==> config.mk <==
export PLATFORM = sky130hd
export DESIGN_NAME = mips_muldiv_unit
export DESIGN_NICKNAME = d
export VERILOG_FILES = /design/src/rtl/mips_muldiv_unit.sv
export SDC_FILE = /design/constraint.sdc
export NUM_CORES = 1
export LEC_CHECK = 0
export CORE_MARGIN = 4
export CORE_UTILIZATION = 60
export DETAILED_ROUTE_END_ITERATION = 8
export MAX_ROUTING_LAYER = met4
export PLACE_DENSITY = 0.93
export SYNTH_ARGS = -nofsm -noshare
export SYNTH_HDL_FRONTEND = slang
export SYNTH_SLANG_ARGS = --single-unit
==> constraint.sdc <==
create_clock -name clk -period 6.7 [get_ports clk]
set_clock_uncertainty 0.2 [all_clocks]
set_input_delay 1.34 -clock clk [delete_from_list [all_inputs] [get_ports clk]]
set_output_delay 1.34 -clock clk [all_outputs]
set_load 0.01 [all_outputs]
==> src/rtl/mips_muldiv_unit.sv <==
// rtl/mips_muldiv_unit.sv - iterative MULT/MULTU/DIV/DIVU unit with HI/LO registers
// One radix-2 step per cycle; signs are stripped on entry and reapplied in FIX.
module mips_muldiv_unit #(
  parameter int WIDTH = 32
) (
  input  logic             clk,
  input  logic             rst,
  input  logic             start,
  input  logic [1:0]       op,
  input  logic [WIDTH-1:0] a,
  input  logic [WIDTH-1:0] b,
  input  logic             flush,
  input  logic             mthi,
  input  logic             mtlo,
  input  logic [WIDTH-1:0] wdata,
  output logic             busy,
  output logic             done,
  output logic             div_by_zero,
  output logic [WIDTH-1:0] hi,
  output logic [WIDTH-1:0] lo
);

  localparam int CW = $clog2(WIDTH + 1);

  typedef enum logic [1:0] {IDLE, RUN, FIX} state_t;

  state_t             state_q, state_d;
  logic [CW-1:0]      cnt_q, cnt_d;
  logic               is_div_q, is_div_d;
  logic               qneg_q, qneg_d;
  logic               rneg_q, rneg_d;
  logic               bzero_q, bzero_d;
  logic [WIDTH-1:0]   opnd_q, opnd_d;
  logic [2*WIDTH-1:0] prod_q, prod_d;
  logic [WIDTH-1:0]   rem_q, rem_d;
  logic [WIDTH-1:0]   hi_q, hi_d, lo_q, lo_d;
  logic               busy_q, busy_d, done_q, done_d, dbz_q, dbz_d;

  logic               a_neg, b_neg;
  logic [WIDTH-1:0]   a_mag, b_mag;
  logic [WIDTH:0]     add_sum, shifted, diff;
  logic [2*WIDTH-1:0] mul_res;
  logic [WIDTH-1:0]   quo_res, rem_res;

  assign a_neg = ~op[0] & a[WIDTH-1];
  assign b_neg = ~op[0] & b[WIDTH-1];
  assign a_mag = a_neg ? -a : a;
  assign b_mag = b_neg ? -b : b;

  // Multiply keeps {partial product, remaining multiplier} in prod_q;
  // divide keeps the developing quotient in the low half of prod_q.
  assign add_sum = {1'b0, prod_q[2*WIDTH-1:WIDTH]} + (prod_q[0] ? {1'b0, opnd_q} : '0);
  assign shifted = {rem_q, prod_q[WIDTH-1]};
  assign diff    = shifted - {1'b0, opnd_q};

  assign mul_res = qneg_q ? -prod_q : prod_q;
  assign quo_res = qneg_q ? -prod_q[WIDTH-1:0] : prod_q[WIDTH-1:0];
  assign rem_res = rneg_q ? -rem_q : rem_q;

  always_comb begin
    state_d  = state_q;
    cnt_d    = cnt_q;
    is_div_d = is_div_q;
    qneg_d   = qneg_q;
    rneg_d   = rneg_q;
    bzero_d  = bzero_q;
    opnd_d   = opnd_q;
    prod_d   = prod_q;
    rem_d    = rem_q;
    hi_d     = hi_q;
    lo_d     = lo_q;
    dbz_d    = dbz_q;
    done_d   = 1'b0;

    case (state_q)
      IDLE: begin
        if (flush) begin
          state_d = IDLE;
        end else if (start) begin
          state_d  = RUN;
          cnt_d    = CW'(WIDTH);
          is_div_d = op[1];
          qneg_d   = a_neg ^ b_neg;
          rneg_d   = a_neg;
          bzero_d  = (b == '0);
          dbz_d    = 1'b0;
          rem_d    = '0;
          if (op[1]) begin
            opnd_d = b_mag;
            prod_d = {{WIDTH{1'b0}}, a_mag};
          end else begin
            opnd_d = a_mag;
            prod_d = {{WIDTH{1'b0}}, b_mag};
          end
        end else begin
          if (mthi) hi_d = wdata;
          if (mtlo) lo_d = wdata;
        end
      end
      RUN: begin
        if (flush) begin
          state_d = IDLE;
        end else begin
          cnt_d = cnt_q - CW'(1);
          if (cnt_q == CW'(1)) state_d = FIX;
          if (is_div_q) begin
            rem_d              = diff[WIDTH] ? shifted[WIDTH-1:0] : diff[WIDTH-1:0];
            prod_d[WIDTH-1:0]  = {prod_q[WIDTH-2:0], ~diff[WIDTH]};
          end else begin
            prod_d = {add_sum, prod_q[WIDTH-1:1]};
          end
        end
      end
      FIX: begin
        state_d = IDLE;
        if (!flush) begin
          done_d = 1'b1;
          if (!is_div_q) begin
            {hi_d, lo_d} = mul_res;
          end else if (bzero_q) begin
            dbz_d = 1'b1;
          end else begin
            hi_d = rem_res;
            lo_d = quo_res;
          end
        end
      end
      default: state_d = IDLE;
    endcase

    busy_d = (state_d != IDLE);
  end

  always_ff @(posedge clk) begin
    if (rst) begin
      state_q  <= IDLE;
      cnt_q    <= '0;
      is_div_q <= 1'b0;
      qneg_q   <= 1'b0;
      rneg_q   <= 1'b0;
      bzero_q  <= 1'b0;
      opnd_q   <= '0;
      prod_q   <= '0;
      rem_q    <= '0;
      hi_q     <= '0;
      lo_q     <= '0;
      busy_q   <= 1'b0;
      done_q   <= 1'b0;
      dbz_q    <= 1'b0;
    end else begin
      state_q  <= state_d;
      cnt_q    <= cnt_d;
      is_div_q <= is_div_d;
      qneg_q   <= qneg_d;
      rneg_q   <= rneg_d;
      bzero_q  <= bzero_d;
      opnd_q   <= opnd_d;
      prod_q   <= prod_d;
      rem_q    <= rem_d;
      hi_q     <= hi_d;
      lo_q     <= lo_d;
      busy_q   <= busy_d;
      done_q   <= done_d;
      dbz_q    <= dbz_d;
    end
  end

  assign busy        = busy_q;
  assign done        = done_q;
  assign div_by_zero = dbz_q;
  assign hi          = hi_q;
  assign lo          = lo_q;

endmodule

==> qor.yml <==
postPlaceCellArea_um2: 18100
crit_buf_inv: 1
slew_headroom: 0.254
fp.dieH_um: 173
row_count: 60
synth_compound_area_frac: 0.260
cts_buffers: 24
diodes: 0
use_met1: 0.525
remaining_drc_errors: 0
synthTopCellsByArea: "dfxtp_1 25%, nor2_1 6.5%, a21oi_1 5.8%"
overflow: 0
yosys_register_bits: 207
fin_nets: 2462
p_leak_nw: 7.27
peakVddDrop_v: 0.000176
insertion_delay_ps: 530
grt_pass1_wl_um: 91300
cp_common_cell: "a31oi_1"
yosysMostFrequentCell: "nor2_1"
report.final.setup_viol: 0
wl_per_cell_um: 22.6
maxCapViolCount: 0
cts_tree: "built"
vias: 17600
core-area_um2: 27000
yosys_warnings: 0
cp-end-kind: "register"
fin_util: 0.705
rrSetupSlack_ps: 2130
grt_max_degree: 80
worst_pin_slew_ps: 1120
wl_um: 59800
synthCells: 2216
cts_buffer_depth: 3
top_usage_layer: "met2"
synth_top_family_by_area: "compound AO/OA/AOI/OAI gates"
grt_usage: 0.385
grt_pass1_vias: 16100
area_growth_syn_to_layout_pct: 15.9
gp_congestion: 1.06
drive_gt1_frac: 0.0490
antenna_found_initial: 0
status: "completed"
fin_setup_tns_ps: 0
synthXorXnorAreaFrac: 0.102
finalHoldViolCount: 0
synth-main-ff-cell: "dfxtp_1"
fill_cells: 2163
die_area_um2: 30000
synthArstFlopShare: 0
multi_input_area_um2: 11400
synthDominantCellAreaShare: 0.253
cp.required_ps: 6950
synth_cell_types: 76
h-tree-depth: 1
dieWidth_um: 173
p_per_area_nw_per_um2: 189
netlist_area_um2: 16400
ios: 171
synthMuxAreaShare: 0.0510
root_buffer: "clkbuf_16"
crit_family: "compound AO/OA/AOI/OAI gates"
syn-num-nets: 2392
synth.avg_cell_area_um2: 7.40
synthTopCellsByCount: "284 x nor2_1, 223 x nand2_1, 207 x dfxtp_1, 190 x a21oi_1, 135 x o21ai_0"
seq_area_frac_synth: 0.253
synth_top_cell_by_area: "dfxtp_1"
hpwlAfterDp_um: 45600
register_area_um2: 4150
path_cells: "inv_1 -> nor2_1 -> ha_1 -> nor2b_1 -> o31a_1 -> o31ai_1 -> a2111oi_0 -> o211ai_1 -> a31oi_1 -> a31oi_1 -> xor2_1 -> o21ai_0"
drt_iter0_markers: 2478
synth_fa_ha_area_frac: 0.0558
rsz0062_at_grt: "false"
start_kind: "register"
clk_pin_slew_worst_paths_ps: 60
postLayoutCellArea_um2: 19000
clkSinkCount: 207
first_pass_iters: 8
port_buffers: 170
ctsResizeCount: 0
min_period_ps: 4570
critical_path_class: "register to register"
initial_core_util: 0.609
critPathSlowestCell: "a2111oi_0"
fin_crit_sh: 0.683
fmax_ghz: 0.219
worstHoldPathType: "register to register"
finalMaxSlewViolations: 0
power_mw: 3.60
synthSimpleGateAreaFrac: 0.225
grt_use_met2: 0.568
postCtsSetupRepairBufs: 0
arrival_ps: 4830
slowest_delay_ps: 900
ant_nets: 0
path_max_fanout: 31
avgViaCountPerCell: 6.64
cts_hold_buffers: 0
grt_use_met3: 0.0626
synth-edff-count: 0
[state kept, by name, summed over array words and instances, names as in the netlist, 2 cells and up]
register and cells:
cnt_q 6, hi 32, lo 32, opnd_q 32, prod_q 64, rem_q 32, state_q 2
[worst reg2reg max path: stages, from the launching register on]
cell	delay, ps
dfxtp_1	430
inv_1	830
nor2_1	130
ha_1	370
nor2b_1	230
o31a_1	230
o31ai_1	130
a2111oi_0	900
o211ai_1	250
a31oi_1	360
a31oi_1	160
xor2_1	160
o21ai_0	130
[through the flow]
stage / setup WS, ps / std cells / hold slack, ps
after global placement: 1950 / 2601 / 232
final: 2130 / 2645 / 256
after floorplan: 2910 / 2216 / 232
after CTS: 2220 / 2645 / 254
after detailed placement: 1950 / 2601 / 244
after global routing: 1870 / 2645 / 276
[layout by cell type, fill, tap and decap left out, types with 8 or more instances in the layout]
cell             count
a211o_1             10
xor2_1              83
nor3_1              75
and2_1              14
a311oi_1            20
a31oi_1             24
a22oi_1              9
o31ai_1             37
xnor2_1            108
dfxtp_1            205
inv_1               67
nand2b_1            26
clkbuf_16           25
mux2i_1             79
o41ai_1             17
a211oi_1            55
or2_2               14
ha_1                70
o211ai_1            36
o21ai_0            135
nor4_1              15
nand4_1             20
a21o_1              26
nand3_1             25
a22o_1               8
clkdlybuf4s50_1    168
and3_1              14
nor2b_1             21
o21a_1              14
or4_1               12
buf_4               26
nor2_1             284
nand2_1            223
a21oi_1            189
[path summary, 6_finish.rpt]
| check | from | endpoint | depth (start not counted) |
|---|---|---|---|
| worst min-delay path | hi[31] | hi[31] | 2 |
| worst min register to register | hi[31] | hi[31] | 2 |
| worst max-delay path | prod_q[0] | prod_q[61] | 12 |
| worst max register to register | prod_q[0] | prod_q[61] | 12 |
[power breakdown]
part           switching (mW)  total [mW]  internal [mW]
registers              0.0693        1.35           1.28
logic                   0.469       0.788          0.320
clock network           0.546        1.46          0.912
[final cells by class]
class | instances | share of cell area
multi-input cells | 1790 | 0.600
clock buffers | 35 | 0.0386
clock inverters | 9 | 0.00810
well taps | 341 | 0.0224
inverters | 68 | 0.0134
repair buffers | 195 | 0.0990
flip-flops and latches | 207 | 0.218
[logic make-up (layout without fill, tap and decap cells)]
kind of cell	count (synthesis)	count (layout)
AO/OA/AOI/OAI	660	660
adder cells (fa/ha/maj)	72	72
buffers and inverters	219	307
XOR/XNOR	191	191
AND/OR/NAND/NOR	784	784
flip-flops	207	207
multiplexers	83	83
[per-layer routing]
| metal | routed length [um] | part of all wire | vias up |
|---|---|---|---|
| met4 | 3090 | 0.052 | 0 |
| met1 | 24300 | 0.41 | 8200 |
| met3 | 7100 | 0.12 | 157 |
| li1 | - | - | 8116 |
| met5 | 0 | 0 | - |
| met2 | 25300 | 0.42 | 1093 |
Note: power is estimated with default switching activity, not from simulation.
